## src/rtl/schommel_aandrijving.sv

```systemverilog
`default_nettype none
// ============================================================================
// Module   : schommel_aandrijving
// Purpose  : Rocking-drive waveform generator. It turns the amplitude A and
//            the frequency step F into a signed cradle position, a direction
//            bit and a PWM drive. New A/F values are taken over only at a
//            centre crossing of the swing. F = 0 parks the cradle at centre.
// Ports    : clk        - system clock, rising edge
//            reset      - asynchronous, active-low reset
//            A[3:0]     - requested amplitude 0..15
//            F[3:0]     - requested frequency step 0..15 (0 = stop)
//            pos[7:0]   - signed cradle position, -120..119
//            dir        - 1 when pos < 0
//            pwm        - motor PWM, duty |pos|/128
//            at_center  - 1 when pos is 0 or -1
//            update_ack - one-cycle pulse when active A/F change
// Options  : SCHOMMEL_SOFTSTART_EN - when defined, A_act walks one step per
//            apply toward the requested amplitude.
// Revision : 1.0 - initial release
// ============================================================================
module schommel_aandrijving #(
    parameter int CLK_DIV = 1000
) (
    input  logic       clk,
    input  logic       reset,
    input  logic [3:0] A,
    input  logic [3:0] F,
    output logic [7:0] pos,
    output logic       dir,
    output logic       pwm,
    output logic       at_center,
    output logic       update_ack
);

    localparam int                 c_DIV_W     = $clog2(CLK_DIV);
    localparam logic [c_DIV_W-1:0] c_DIV_LAST  = c_DIV_W'(CLK_DIV - 1);
    localparam logic [11:0]        c_PHASE_POS = 12'h400;
    localparam logic [11:0]        c_PHASE_NEG = 12'hC00;
    localparam logic [0:0]         c_STOPPED   = 1'b0;
    localparam logic [0:0]         c_SWINGING  = 1'b1;

    logic [3:0]         r_a_req;
    logic [3:0]         r_f_req;
    logic [3:0]         r_a_act;
    logic [3:0]         r_f_act;
    logic [c_DIV_W-1:0] r_div;
    logic [11:0]        r_phase;
    logic [0:0]         r_state;
    logic [6:0]         r_pc;
    logic               r_pwm;
    logic               r_ack;

    logic [0:0]         w_state_nxt;
    logic               w_tick;
    logic [11:0]        w_phase_adv;
    logic               w_neg_now;
    logic               w_neg_adv;
    logic               w_cross;
    logic               w_apply;
    logic               w_snap;
    logic [3:0]         w_a_new;
    logic [7:0]         w_t;
    logic [7:0]         w_s;
    logic signed [11:0] w_s_ext;
    logic signed [11:0] w_a_ext;
    logic signed [11:0] w_prod;
    logic [7:0]         w_mag;
    logic               w_unused;

    // Input stage: A/F are sampled every cycle; only the value present at
    // the apply tick is ever used.
    always_ff @(posedge clk or negedge reset) begin
        if (!reset) begin
            r_a_req <= 4'd0;
            r_f_req <= 4'd0;
        end else begin
            r_a_req <= A;
            r_f_req <= F;
        end
    end

    // Motion-tick prescaler
    assign w_tick = (r_div == c_DIV_LAST);

    always_ff @(posedge clk or negedge reset) begin
        if (!reset) begin
            r_div <= '0;
        end else if (w_tick) begin
            r_div <= '0;
        end else begin
            r_div <= r_div + 1'b1;
        end
    end

    // The sign of the triangle is set by the phase quadrant: the negative
    // half covers 0xC00..0x3FF (wrapping), so the 0xFFF->0x000 wrap never
    // changes sign.
    assign w_phase_adv = r_phase + {8'd0, r_f_act};
    assign w_neg_now   = ~(r_phase[11] ^ r_phase[10]);
    assign w_neg_adv   = ~(w_phase_adv[11] ^ w_phase_adv[10]);
    assign w_cross     = w_neg_now ^ w_neg_adv;

    // State register
    always_ff @(posedge clk or negedge reset) begin
        if (!reset) begin
            r_state <= c_STOPPED;
        end else begin
            r_state <= w_state_nxt;
        end
    end

    // Next-state logic
    always_comb begin
        w_state_nxt = r_state;
        if (w_apply) begin
            w_state_nxt = (r_f_req != 4'd0) ? c_SWINGING : c_STOPPED;
        end
    end

    // State outputs: when stopped every tick applies; when swinging only a
    // centre-crossing tick does. Stopping snaps the phase onto the centre.
    always_comb begin
        w_apply = 1'b0;
        w_snap  = 1'b0;
        case (r_state)
            c_STOPPED: begin
                w_apply = w_tick;
            end
            c_SWINGING: begin
                w_apply = w_tick && w_cross;
                w_snap  = w_tick && w_cross && (r_f_req == 4'd0);
            end
            default: begin
                w_apply = 1'b0;
                w_snap  = 1'b0;
            end
        endcase
    end

`ifdef SCHOMMEL_SOFTSTART_EN
    always_comb begin
        w_a_new = r_a_act;
        if (r_a_req > r_a_act) begin
            w_a_new = r_a_act + 4'd1;
        end else if (r_a_req < r_a_act) begin
            w_a_new = r_a_act - 4'd1;
        end
    end
`else
    assign w_a_new = r_a_req;
`endif

    // Phase accumulator and active amplitude/frequency registers
    always_ff @(posedge clk or negedge reset) begin
        if (!reset) begin
            r_phase <= c_PHASE_POS;
            r_a_act <= 4'd0;
            r_f_act <= 4'd0;
            r_ack   <= 1'b0;
        end else begin
            r_ack <= 1'b0;
            if (w_tick) begin
                if (w_snap) begin
                    r_phase <= w_phase_adv[11] ? c_PHASE_NEG : c_PHASE_POS;
                end else begin
                    r_phase <= w_phase_adv;
                end
            end
            if (w_apply) begin
                r_a_act <= w_a_new;
                r_f_act <= r_f_req;
                r_ack   <= (w_a_new != r_a_act) || (r_f_req != r_f_act);
            end
        end
    end

    // Triangle t in 0..255; s = t - 128 is t with its MSB inverted
    assign w_t     = r_phase[11] ? ~r_phase[10:3] : r_phase[10:3];
    assign w_s     = {~w_t[7], w_t[6:0]};
    assign w_s_ext = {{4{w_s[7]}}, w_s};
    assign w_a_ext = {8'd0, r_a_act};
    assign w_prod  = w_s_ext * w_a_ext;

    // Taking bits [11:4] of the product is the arithmetic shift by 4
    assign pos       = w_prod[11:4];
    assign dir       = pos[7];
    assign at_center = (pos == 8'h00) || (pos == 8'hFF);
    assign w_mag     = pos[7] ? (8'd0 - pos) : pos;
    assign w_unused  = ^w_prod[3:0];

    // PWM against a free-running 7-bit ramp
    always_ff @(posedge clk or negedge reset) begin
        if (!reset) begin
            r_pc  <= 7'd0;
            r_pwm <= 1'b0;
        end else begin
            r_pc  <= r_pc + 7'd1;
            r_pwm <= ({1'b0, r_pc} < w_mag);
        end
    end

    assign pwm        = r_pwm;
    assign update_ack = r_ack;

endmodule
`default_nettype wire

```

## config.mk

```make
export PLATFORM = sky130hd
export DESIGN_NAME = schommel_aandrijving
export DESIGN_NICKNAME = d
export VERILOG_FILES = /design/src/rtl/schommel_aandrijving.sv
export SDC_FILE = /design/constraint.sdc
export NUM_CORES = 1
export LEC_CHECK = 0
export CELL_PAD_IN_SITES_DETAIL_PLACEMENT = 0
export CELL_PAD_IN_SITES_GLOBAL_PLACEMENT = 1
export CORE_MARGIN = 3
export CORE_UTILIZATION = 50
export CTS_BUF_LIST = sky130_fd_sc_hd__clkbuf_16
export DETAILED_ROUTE_END_ITERATION = 10
export MAX_ROUTING_LAYER = met4
export PLACE_DENSITY = 0.95
export RECOVER_POWER = 25
export SYNTH_ARGS = -nofsm -noshare
export SYNTH_HDL_FRONTEND = slang
export SYNTH_SLANG_ARGS = --single-unit
```

## constraint.sdc

```tcl
create_clock -name clk -period 12.3 [get_ports clk]
set_clock_uncertainty 0.1 [all_clocks]
set_input_delay 2.46 -clock clk [delete_from_list [all_inputs] [get_ports clk]]
set_output_delay 2.46 -clock clk [all_outputs]
set_load 0.01 [all_outputs]
```

# Word-level counts from Yosys, hierarchy flattened
# Index checks and enable logic that the tools add are counted.
# Widths: inputs -> output; s select.
dict set report word_totals {
  ff_bits 48
  input_bits 10
}
dict set report classes {
  bitwise_logic 8
  multipliers 1
  add_sub_neg 4
  n_lt_le_gt_ge 1
  eq_ne 4
  mux 9
  n_reduce_logical 7
}
# op count
set ops {}
lappend ops {{$mux 12} 2}
lappend ops {{$mux 8} 2}
lappend ops {{$add 12x4->12} 1}
lappend ops {{$mul 8x5->12} 1}
lappend ops {{$add 10x1->10 const B} 1}
lappend ops {{$eq 10x10->1 const B} 1}
lappend ops {{$mux 10} 1}
lappend ops {{$eq 8x8->1 const B} 1}
lappend ops {{$logic_not 8->1} 1}
lappend ops {{$lt 7x8->1} 1}
lappend ops {{$ne 4x4->1} 2}
lappend ops {{$not 8->8} 1}
lappend ops {{$sub 1x8->8 const A} 1}
lappend ops {{$add 7x1->7 const B} 1}
lappend ops {{$logic_not 4->1} 1}
lappend ops {{$not 1->1} 4}
lappend ops {{$reduce_bool 4->1} 1}
lappend ops {{$mux 1} 3}
lappend ops {{$xor 1x1->1} 3}
lappend ops {{$logic_and 1x1->1} 2}
lappend ops {{$logic_or 1x1->1} 2}
lappend ops {{$pmux 1 s2} 1}

# Longest topological paths before layout
# Gate-level depths: netlist of the first run.
dict set report logic_depth {
  word_depth 8
  depth_mapped 22
  mapped_depth_nobuf 21
}

# Least setup slack after synthesis of the first run
# No wires, ideal clock.
dict set report synth_timing {
  path_kind {reg2out}
  start {reg r_phase[11]}
  end {out at_center}
  required_ns 9.740
  path_buffers 1
  setup_slack_ns 5.518
  stages_incl_launch_ff 17
  t_arrival_ns 4.222
  path_cell_list {dfrtp_1 > buf_6 > xor2_2 > and2_2 > ha_1 > inv_1 > fa_1 > fa_1 > inv_1 > ha_1 > and2_1 > a41oi_4 > o21ai_1 > xnor2_1 > and4_2 > nand4_1 > o31ai_1}
}
dict set report synth_between {
  elab_chain_len 5
  elab_cells_between_ends 6
  classes_between {mul (1); eq/ne (1); mux (1); bitwise (1); reduce/logical (2)}
}
# item line
set synth_rtl {}
lappend synth_rtl {{start, declared} 47} ;# logic [11:0] r_phase;
lappend synth_rtl {{start signal, assigned} 156} ;# r_phase <= c_PHASE_POS;
lappend synth_rtl {{start signal, assigned} 164} ;# r_phase <= w_phase_adv[11] ? c_PHASE_NEG : c_PHASE_POS;
lappend synth_rtl {{start signal, assigned} 166} ;# r_phase <= w_phase_adv;
lappend synth_rtl {{$mux 8 *} 178} ;# assign w_t = r_phase[11] ? ~r_phase[10:3] : r_phase[10:3];
lappend synth_rtl {{$not 1->1} 179} ;# assign w_s = {~w_t[7], w_t[6:0]};
lappend synth_rtl {{$mul 8x5->12 *} 182} ;# assign w_prod = w_s_ext * w_a_ext;
lappend synth_rtl {{via pos[4]} 28} ;# output logic [7:0] pos,
lappend synth_rtl {{$eq 8x8->1 / $logic_not 8->1 (equally long branches)} 187} ;# assign at_center = (pos == 8'h00) || (pos == 8'hFF);
lappend synth_rtl {{$logic_or 1x1->1 *} 187}
lappend synth_rtl {{end, declared} 31} ;# output logic at_center,
# The timed path passes the listed nets; every way through them passes the cells marked *.

# Worst setup path after layout of the first run
dict set report layout_timing {
  start {reg r_phase[11]}
  end {out at_center}
}
dict set report layout_between {
  elab_chain_len 5
  elab_cells_between_ends 6
  classes_between {mul (1); eq/ne (1); mux (1); bitwise (1); reduce/logical (2)}
}
# item line
set layout_rtl {}
lappend layout_rtl {{$mux 8 *} 178}
lappend layout_rtl {{$not 1->1} 179}
lappend layout_rtl {{$mul 8x5->12 *} 182}
lappend layout_rtl {{$eq 8x8->1 / $logic_not 8->1 (equally long branches)} 187}
lappend layout_rtl {{$logic_or 1x1->1 *} 187}
# Mark *: on every way between the ends. The rest lies on a longest branch, timed or not.

==> summary.txt, run 1 <==
Floorplanning
  – Initial core utilization: around half
  – Die extent in y: between 90 and 100 um
  – I/O pin count: 22
  – Total Die Area: between 8000 and 9000 um2
  – Number of core rows: 31
  – Floorplan die width: a little over 90 um
  – Area of the core region: between 7000 and 8000 um2

Placement
  – Port Buffer Count: 21
  – Dpl hpwl: just over 5000 um
  – Routability Congestion: between 0.8 and 0.9

Clock tree
  – Sinks on the clock net: between 40 and 50
  – Post-CTS setup buffer count: 0
  – H-tree depth reported by CTS: 2
  – # resized after CTS: 0
  – Quantity of hold-fixing buffers added after cts: 0
  – TritonCTS Buffers: 5
  – Clock slew at reported path FFs: ~0.070 ns
  – Deepest clock path buffer count: 2
  – Source-to-sink clock delay at the later pin of the worst-skew pair: between 0.2 and 0.3 ns
  – Clock tree from TritonCTS: yes
  – Clock tree root driver cell: sky130_fd_sc_hd__clkbuf_16

Route
  – DR WL/cell: between 10 and 15 um
  – First-pass detailed-route iteration total: 4
  – Total via count in the routed design: 2574
  – Vias per inst: around 5.2
  – Total wire length: around 6700 um
  – Antenna viol nets, final: 0
  – DRC viols: 0
  – 1st-iter DRT viols: 85

Timing
  – Total setup violations reported at the end of the flow: 0
  – Max-slew violation count: 0
  – Worst rel slew slack: between 20% and 30%
  – Final critical path time including I/O delays and setup: ~7.9 ns
  – Final hold violation count: 0
  – Unrepaired setup endpoints after global routing: no
  – Final period utilization: between 60 and 70%
  – Max Fclk: approximately 0.13 GHz
  – Slew at the pin with the worst max-slew slack: ~1.1 ns
  – TNS Setup: 0 ns

Finish
  – P&R area growth vs syn: 11.9%
  – Count of fill cells added during filler insertion: 657
  – Sequential Area: ~1200 um2
  – Final layout net count: about 450
  – Finished Core Util: between 50 and 60%
  – Total area of multi-input combinational cells: around 2300 um2
  – Antenna fix cells: 0
  – Fraction of final layout cells with drive strength greater than 1: under 10%

Synth
  – Share of the yosys chip area belonging to registers: a little under a third
  – Fraction of registers with async set or reset after synthesis: 100%
  – Mapped Cells: around 380
  – Biggest area contributors in the synthesized netlist: sky130_fd_sc_hd__dfrtp_1 31%, sky130_fd_sc_hd__ha_1 11%, sky130_fd_sc_hd__fa_1 8.5%
  – Commonest cells in the netlist: 48 x sky130_fd_sc_hd__inv_1, 47 x sky130_fd_sc_hd__dfrtp_1, 33 x sky130_fd_sc_hd__ha_1
  – Flip-flop and latch count after synthesis: 48
  – Synthesized netlist net count: 440
  – Most frequent cell after synthesis: sky130_fd_sc_hd__inv_1
  – Biggest area consumer among synthesized cells: sky130_fd_sc_hd__dfrtp_1
  – Avg Cell Area, Syn: about 9.9 um2
  – Portion of synthesized cell area occupied by the leading cell type: 31.2%
  – Number of warnings printed during yosys synthesis: 0
  – Combined area of all synthesized cells: around 3800 um2
  – Commonest register cell after synthesis: sky130_fd_sc_hd__dfrtp_1
  – Count of cell types in the netlist: 57
  – Post-synth EDFFs: 0

Setup path
  – Kind of start point of the critical path: register
  – Arr. time, crit path: roughly 5.4 ns
  – Critical path data required time: between 9 and 10 ns
  – Crit path kind: reg -> out
  – Largest fanout on the critical path: 9
  – Endpoint class of the critical path: output port
  – Depth of the worst register-to-register path: 21

Pwr
  – Internal power: ~280 uW
  – Switching Fraction: approximately a fifth
  – Share of power burned in combinational logic: under 10%
  – Max IR drop VDD: roughly 84 uV
  – Portion of total power attributed to sequential cells: a little under half
  – Switching component of the power: between 60 and 70 uW
  – Ratio of total power to cell area: 81.6 nW/um2
  – Clk pwr share: roughly half
  – Reported leakage power: 2.05 nW

Global route
  – Overflow left after global routing: 0
  – Global-route wire length before repair: approximately 12000 um
  – Largest net degree at the start of global routing: slightly below 50
  – GRT Total Usage: ~17%
  – Vias in the first global route: about 2500
  – Antenna violations before repair: 0

Job
  – Reported max-cap violation count: 0

Min path
  – Hold Path Stages: 1
  – Hold WC Path Type: reg -> reg

Outcome
  – Run status: finished clean
## worst max-delay path, cell delays in order, from the launching register on
cell and delay [ns]:
sky130_fd_sc_hd__dfrtp_1 0.65, sky130_fd_sc_hd__xor2_2 0.22, sky130_fd_sc_hd__and2_2 0.24, sky130_fd_sc_hd__ha_1 0.27, sky130_fd_sc_hd__inv_1 0.05, sky130_fd_sc_hd__fa_1 0.50, sky130_fd_sc_hd__fa_1 0.54, sky130_fd_sc_hd__inv_1 0.04
sky130_fd_sc_hd__ha_1 0.35, sky130_fd_sc_hd__and2_1 0.21, sky130_fd_sc_hd__a41oi_4 0.35, sky130_fd_sc_hd__o21ai_1 0.14, sky130_fd_sc_hd__xnor2_1 0.44, sky130_fd_sc_hd__and4_2 0.31, sky130_fd_sc_hd__nand4_1 0.10, sky130_fd_sc_hd__o31ai_1 0.10
sky130_fd_sc_hd__clkdlybuf4s50_1 0.58
## flip-flops by register name, indices dropped and copies added (netlist names)
register / cells
pwm: 1
update_ack: 1
r_a_req: 4
r_pc: 7
r_f_req: 4
r_state: 1
r_a_act: 4
r_phase: 12
r_f_act: 4
r_div: 10
## layer usage
metal,GRT usage [%],vias to the layer above,wire length (um)
met5,-,-,0
met4,5.49,0,115
met3,2.36,10,181
met2,29.5,36,3360
met1,21.5,1235,3030
li1,-,1293,-
## final cells by class
type	count	area share (%)
Clock buffer	5	2.97
Clock inverter	3	1.63
Inverter	48	4.28
Multi-Input combinational cell	271	54.8
Sequential cell	48	28.5
Tap cell	99	2.94
Timing Repair Buffer	21	4.87
## power groups by stage
stage                     sequential [mW]  combinational, mW  clock (mW)
after floorplan                     0.163           0.000974           0
after global placement              0.163            0.00708           0
after detailed placement            0.163            0.00722           0
after CTS                           0.160            0.00723       0.181
after global routing                0.160            0.00744       0.189
final                               0.160            0.00638       0.177
## cells in the final DEF, fill, tap and decap left out, drive strengths merged, types with 13 or more instances in the layout
cell type and n:
inv 49, and2 23, fa 16, clkdlybuf4s50 13, nor2 21, nand2 27
xor2 29, ha 33, xnor2 21, dfrtp 47
## metrics by stage
| stage | hold slack (ns) | total power, mW | std cells | setup WS (ns) | instance area, um2 |
|---|---|---|---|---|---|
| 2_1_floorplan | 0.347 | 0.164 | 381 | 5.52 | 3760 |
| 3_3_place_gp | 0.361 | 0.170 | 487 | 4.88 | 4020 |
| 3_5_place_dp | 0.375 | 0.170 | 487 | 4.72 | 4020 |
| 4_1_cts | 0.385 | 0.349 | 495 | 4.40 | 4210 |
| 5_1_grt | 0.404 | 0.356 | 495 | 4.09 | 4210 |
| 6_report | 0.384 | 0.344 | 495 | 4.39 | 4210 |
## cells by family (layout without fill, tap and decap cells)
family,after synthesis,count (layout),share of synthesized area [%]
compound gates,44,44,9.34
flops,48,48,31.9
simple gates,118,118,16.9
fa+ha+maj,49,49,19.5
xor+xnor,50,50,12.7
buf+inv,62,77,6.75
mux,10,10,2.92
## final timing paths
check	start	end	slack [ns]
worst min-delay path	r_pc[6]	r_pc[6]	0.38
worst min register to register	r_pc[6]	r_pc[6]	0.38
worst max register to register	r_phase[11]	pwm	6.80
max in group asynchronous	reset	r_phase[8]	9.16
min in group asynchronous	reset	pwm	2.27
worst max-delay path	r_phase[11]	at_center	4.39
Power figures use the tool's default switching activity.
==> inputs of run 2 (changes only) <==
Settings changed: CORE_UTILIZATION 50 to 48, PLACE_DENSITY 0.95 to 0.93.
Clock period 12.3 ns to 7.38 ns, I/O delays scaled along.
==> run 2 against run 1 <==
Compared with the run above:
- the run now ends with capacitance limit, slew limit left
- die area is 3.9% higher
- cell count is the same
- combinational power is 63% higher
- flip-flop and latch count is the same
- routed wire length down 0.76%
- sequential power grew 67%
- largest cell class unchanged
- highest routed layer unchanged
==> summary.txt, run 2 (synthesized netlist as in run 1, its figures left out) <==
Outcome
  – Run status: complete, but fails checks
  – Violated checks: capacitance limit, slew limit

Timing
  – Worst rel slew slack: -70.6% (-98 points)
  – Slew at the pin with the worst max-slew slack: 2.56 ns (+1.48 ns)
  – Total setup violations reported at the end of the flow: 0 (unchanged)
  – Unrepaired setup endpoints after global routing: no
  – Final period utilization: 93.3%
  – Final hold violation count: 0 (unchanged)
  – Max Fclk: around 0.15 GHz
  – TNS Setup: 0 ns (unchanged)
  – Max-slew violation count: 49 (+49)
  – Final critical path time including I/O delays and setup: 6.88 ns

Finish
  – Largest registers ranked by flip-flop count: r_phase: 12 flops, r_div: 10 flops, r_pc: 7 flops
  – Sequential Area: 1200 um2 (unchanged)
  – Commonest non-fill, non-tap cell in the layout: sky130_fd_sc_hd__inv_1
  – Post-route cell area: 4210 um2 (about the same)
  – Fraction of final layout cells with drive strength greater than 1: 9.09% (-0.25 points)
  – Non-Filler Instances: 495 (unchanged)
  – Antenna fix cells: 0 (unchanged)
  – P&R area growth vs syn: 11.9% (about the same)
  – Total area of multi-input combinational cells: 2310 um2 (unchanged)
  – Most used cells in the layout excluding fill and tap cells: 48 x sky130_fd_sc_hd__inv_1, 47 x sky130_fd_sc_hd__dfrtp_1, 33 x sky130_fd_sc_hd__ha_1
  – Register with the highest flop count: r_phase
  – Final layout net count: 454 (unchanged)
  – Flip-flop count of the largest register after layout: 12 (unchanged)
  – Count of fill cells added during filler insertion: 639 (-2.7%)

Setup path
  – Largest fanout on the critical path: 9 (unchanged)
  – Critical R2R Capture: pwm
  – CP Cell Sequence: xor2_2 > and2_2 > ha_1 > inv_1 > fa_1 > fa_1 > inv_1 > ha_1 > and2_1 > a41oi_4 > o21ai_1 > xnor2_1 > and4_2 > nand4_1 > o31ai_1 > clkdlybuf4s50_1
  – Depth of the worst register-to-register path: 20 (-4.8%)
  – Arr. time, crit path: 5.31 ns (-0.04 ns)
  – Minimum setup slack among reg-to-reg paths: 1.81 ns (-4.99 ns)
  – Crit path kind: reg -> out
  – Endpoint class of the critical path: output port
  – Critical Path Max Stage Delay: 0.67 ns (+0.02 ns)
  – Critical path data required time: 5.80 ns (-3.94 ns)
  – Critical-path cell with the highest stage delay: sky130_fd_sc_hd__dfrtp_1
  – Kind of start point of the critical path: register
  – RR Startpoint: r_phase[11]

Route
  – First-pass detailed-route iteration total: 4 (unchanged)
  – Total via count in the routed design: 2607 (+1.3%)
  – DR WL/cell: 13.4 um (-0.76%)
  – Antenna viol nets, final: 0 (unchanged)
  – Total wire length: 6640 um (-0.76%)
  – DRC viols: 0 (unchanged)
  – 1st-iter DRT viols: 54 (-36%)
  – Vias per inst: 5.27 (+1.3%)

Floorplanning
  – Initial core utilization: 50.6% (-1.1 points)
  – I/O pin count: 22 (unchanged)
  – Die extent in y: 94.6 um (+1.9%)
  – Floorplan die width: 94.6 um (+1.9%)
  – Total Die Area: 8940 um2 (+3.9%)
  – Area of the core region: 7450 um2 (+2.1%)
  – Number of core rows: 31 (unchanged)

Global route
  – Overflow left after global routing: 0 (unchanged)
  – Antenna violations before repair: 0 (unchanged)
  – Largest net degree at the start of global routing: 49 (unchanged)
  – Global-route wire length before repair: 12000 um (+2.8%)
  – Vias in the first global route: 2646 (+5.1%)
  – GRT Total Usage: 17.3% (-0.075 points)

Pwr
  – Post-layout power: 575 uW (+67%)
  – Reported leakage power: 2.05 nW (-0.13%)
  – Ratio of total power to cell area: 137 nW/um2 (+67%)
  – Max IR drop VDD: 147 uV (+76%)

Placement
  – Port Buffer Count: 21 (unchanged)
  – Dpl hpwl: 5250 um (+2.2%)
  – Post-place instance area: 4020 um2 (unchanged)
  – Routability Congestion: 0.794 (-1.5%)
  – Cell total after placement: 487 (unchanged)

Clock tree
  – # resized after CTS: 0 (unchanged)
  – Clock tree from TritonCTS: yes
  – Sinks on the clock net: 48 (unchanged)
  – TritonCTS Buffers: 5 (unchanged)
  – Clock slew at reported path FFs: 0.07 ns (about the same)
  – Quantity of hold-fixing buffers added after cts: 0 (unchanged)
  – Source-to-sink clock delay at the later pin of the worst-skew pair: 0.29 ns (about the same)
  – Clock tree root driver cell: sky130_fd_sc_hd__clkbuf_16
  – Post-CTS setup buffer count: 0 (unchanged)
  – H-tree depth reported by CTS: 2 (unchanged)
  – Deepest clock path buffer count: 2 (unchanged)

Min path
  – Hold Path End: r_div[0]
  – Hold Path Stages: 1 (unchanged)
  – Hold WC Path Type: reg -> reg
  – Start point of the worst hold path: r_div[0]

Job
  – Reported max-cap violation count: 1 (+1)
## run 2: power by group
group / switching [mW] / leakage [nW] / internal (mW)
logic: 0.00646 / 1.34 / 0.00395
registers: 0.00187 / 0.620 / 0.265
clock network: 0.102 / 0.0944 / 0.195
total: 0.111 / 2.05 / 0.465
## run 2: per-stage QoR
step	utilization, %	hold slack (ns)	worst slack [ns]
final	56.6	0.383	0.495
after global routing	56.6	0.419	0.131
after CTS	56.6	0.386	0.466
after detailed placement	54.0	0.373	0.806
after global placement	54.0	0.363	0.948
after floorplan	-	0.347	1.58
## run 2: per-layer routing
metal | GRT usage [%] | wire (um)
met2 | 30.6 | 3390
met4 | 3.85 | 54
met3 | 2.95 | 166
met1 | 20.6 | 3030
met5 | - | 0
## run 2: how the worst max path moves through the flow
stage | from | to | cells after the start
floorplan | r_phase[11] | at_center | 16
global placement | r_phase[11] | at_center | 16
detailed placement | r_phase[11] | at_center | 16
CTS | r_phase[11] | at_center | 16
global route | r_phase[11] | at_center | 16
finish | r_phase[11] | at_center | 16
## run 2: critical path: cells and delay by family, from the launching register on
family / cells / cell delay (ns)
fa+ha+maj: 4 / 1.65
simple gates: 4 / 0.83
flops: 1 / 0.67
buf+inv: 3 / 0.66
xor+xnor: 2 / 0.63
compound gates: 3 / 0.58
## run 2: layout make-up
type / instances / area share (%)
repair buffers: 21 / 4.84
flip-flops and latches: 48 / 28.5
inverters: 48 / 4.28
multi-input cells: 271 / 54.8
well taps: 99 / 2.94
clock inverters: 3 / 1.63
clock buffers: 5 / 2.97
==> inputs of run 3 (changes only) <==
Settings changed: SLEW_MARGIN set to 15.
==> run 3 against run 2 <==
Compared with the run above:
- the flow still finishes with violations (capacitance limit, slew limit)
- sequential power hardly changed
- register-to-register slack hardly changed
- largest power group unchanged
- sequential share of layout area unchanged
==> summary.txt, run 3 (synthesized netlist as in run 1, its figures left out) <==
Outcome
  – Run status: complete, but fails checks
  – Violated checks: capacitance limit, slew limit

Pwr
  – Share of power burned in combinational logic: 1.8% (about the same)
  – Clk pwr share: 51.7% (about the same)
  – Max IR drop VDD: 147 uV (unchanged)
  – Internal power: 465 uW (about the same)
  – Portion of total power attributed to sequential cells: 46.4% (about the same)
  – Reported leakage power: 2.05 nW (about the same)
  – Switching component of the power: 111 uW (about the same)
  – Switching Fraction: 19.2% (about the same)
  – Ratio of total power to cell area: 137 nW/um2 (about the same)

Route
  – First-pass detailed-route iteration total: 4 (unchanged)
  – 1st-iter DRT viols: 54 (unchanged)
  – Vias per inst: 5.27 (unchanged)
  – Total via count in the routed design: 2607 (unchanged)
  – DR WL/cell: 13.4 um (unchanged)
  – Total wire length: 6640 um (unchanged)
  – Antenna viol nets, final: 0 (unchanged)
  – DRC viols: 0 (unchanged)

Setup path
  – Setup crit start: r_phase[11]
  – Arr. time, crit path: 5.31 ns (about the same)
  – Crit path kind: reg -> out
  – Minimum setup slack among reg-to-reg paths: 1.81 ns (about the same)
  – RR Startpoint: r_phase[11]
  – Critical R2R Capture: pwm
  – Capturing instance or port of the critical path: at_center
  – Kind of start point of the critical path: register
  – Largest fanout on the critical path: 9 (unchanged)
  – Critical path data required time: 5.80 ns (about the same)
  – Endpoint class of the critical path: output port
  – Depth of the worst register-to-register path: 20 (unchanged)

Global route
  – Global-route wire length before repair: 12000 um (unchanged)
  – Vias in the first global route: 2646 (unchanged)
  – GRT Total Usage: 17.3% (unchanged)
  – Antenna violations before repair: 0 (unchanged)
  – Overflow left after global routing: 0 (unchanged)
  – Largest net degree at the start of global routing: 49 (unchanged)

Floorplanning
  – Floorplan die width: 94.6 um (unchanged)
  – Initial core utilization: 50.6% (unchanged)
  – Number of core rows: 31 (unchanged)
  – Area of the core region: 7450 um2 (unchanged)
  – I/O pin count: 22 (unchanged)
  – Die extent in y: 94.6 um (unchanged)
  – Total Die Area: 8940 um2 (unchanged)

Placement
  – Port Buffer Count: 21 (unchanged)
  – Cell total after placement: 487 (unchanged)
  – Routability Congestion: 0.794 (unchanged)
  – Dpl hpwl: 5250 um (unchanged)

Timing
  – Worst rel slew slack: -70.6% (unchanged)
  – Max-slew violation count: 49 (unchanged)
  – Total setup violations reported at the end of the flow: 0 (unchanged)
  – Slew at the pin with the worst max-slew slack: 2.56 ns (unchanged)
  – Final period utilization: 93.3% (unchanged)
  – Worst hold slack: 0.383 ns (unchanged)
  – Final hold violation count: 0 (unchanged)
  – Final critical path time including I/O delays and setup: 6.88 ns (unchanged)
  – Max Fclk: 0.145 GHz (unchanged)
  – TNS Setup: 0 ns (unchanged)
  – Unrepaired setup endpoints after global routing: no

Finish
  – Most used cells in the layout excluding fill and tap cells: 48 x sky130_fd_sc_hd__inv_1, 47 x sky130_fd_sc_hd__dfrtp_1, 33 x sky130_fd_sc_hd__ha_1
  – Non-Filler Instances: 495 (unchanged)
  – P&R area growth vs syn: 11.9% (unchanged)
  – Largest registers ranked by flip-flop count: r_phase: 12 flops, r_div: 10 flops, r_pc: 7 flops
  – Final layout net count: 454 (unchanged)
  – Antenna fix cells: 0 (unchanged)
  – Register with the highest flop count: r_phase
  – Fraction of final layout cells with drive strength greater than 1: 9.09% (unchanged)
  – Commonest non-fill, non-tap cell in the layout: sky130_fd_sc_hd__inv_1
  – Flip-flop count of the largest register after layout: 12 (unchanged)

Clock tree
  – Clock slew at reported path FFs: 0.07 ns (about the same)
  – Post-CTS setup buffer count: 0 (unchanged)
  – Deepest clock path buffer count: 2 (unchanged)
  – # resized after CTS: 0 (unchanged)
  – Clock tree from TritonCTS: yes
  – Source-to-sink clock delay at the later pin of the worst-skew pair: 0.29 ns (about the same)
  – TritonCTS Buffers: 5 (unchanged)
  – Sinks on the clock net: 48 (unchanged)
  – Clock tree root driver cell: sky130_fd_sc_hd__clkbuf_16
  – Quantity of hold-fixing buffers added after cts: 0 (unchanged)
  – H-tree depth reported by CTS: 2 (unchanged)

Min path
  – Hold WC Path Type: reg -> reg

Job
  – Reported max-cap violation count: 1 (unchanged)
## run 3: cell count changes in the layout (fill, tap and decap cells not counted)
cell,change
sky130_fd_sc_hd__clkdlybuf4s50_1,+2
sky130_fd_sc_hd__dlygate4sd3_1,-2
## run 3: power groups by stage
stage	registers, mW	logic [mW]	clock network, mW
2_1_floorplan	0.272	0.00162	0
3_3_place_gp	0.272	0.0118	0
3_5_place_dp	0.272	0.0121	0
4_1_cts	0.267	0.0121	0.306
5_1_grt	0.267	0.0124	0.315
6_report	0.267	0.0106	0.298
## run 3: layout make-up
type	instances	area, um2
Clock buffer	5	125
Clock inverter	3	68.8
Fill cell	639	3230
Inverter	48	180
Multi-Input combinational cell	271	2310
Sequential cell	48	1200
Tap cell	99	124
Timing Repair Buffer	21	204
## run 3: routing by layer
metal  wire (um)  part of all wire (%)  track usage, %  vias up
li1            -                     -               -     1288
met4          54                  0.81            3.85        0
met3         166                   2.5            2.95        5
met1        3030                    46            20.6     1288
met5           0                     0               -        -
met2        3390                    51            30.6       26
## run 3: worst min-delay path by stage
stage               startpoint         end  slack [ns]  cells past startpoint
CTS                   r_div[0]    r_div[0]        0.39                      1
floorplan           r_phase[2]  r_phase[2]        0.35                      2
detailed placement  r_phase[2]  r_phase[2]        0.37                      2
global placement    r_phase[2]  r_phase[2]        0.36                      2
finish                r_div[0]    r_div[0]        0.38                      1
global route        r_phase[2]  r_phase[2]        0.42                      2
## run 3: critical path, cell delays in order (launching register included)
cell                              delay (ns)
sky130_fd_sc_hd__dfrtp_1                0.67
sky130_fd_sc_hd__xor2_2                 0.22
sky130_fd_sc_hd__and2_2                 0.24
sky130_fd_sc_hd__ha_1                   0.26
sky130_fd_sc_hd__inv_1                  0.05
sky130_fd_sc_hd__fa_1                   0.50
sky130_fd_sc_hd__fa_1                   0.54
sky130_fd_sc_hd__inv_1                  0.04
sky130_fd_sc_hd__ha_1                   0.35
sky130_fd_sc_hd__and2_1                 0.21
sky130_fd_sc_hd__a41oi_4                0.35
sky130_fd_sc_hd__o21ai_1                0.14
sky130_fd_sc_hd__xnor2_1                0.41
sky130_fd_sc_hd__and4_2                 0.29
sky130_fd_sc_hd__nand4_1                0.09
sky130_fd_sc_hd__o31ai_1                0.09
sky130_fd_sc_hd__clkdlybuf4s50_1        0.57
## run 3: metrics by stage
step | area, um2 | util (%) | power (mW) | setup WS (ns)
6_report | 4210 | 56.6 | 0.576 | 0.495
5_1_grt | 4210 | 56.6 | 0.595 | 0.131
4_1_cts | 4210 | 56.6 | 0.585 | 0.466
3_5_place_dp | 4020 | 54.0 | 0.284 | 0.806
3_3_place_gp | 4020 | 54.0 | 0.284 | 0.948
2_1_floorplan | 3760 | - | 0.273 | 1.58
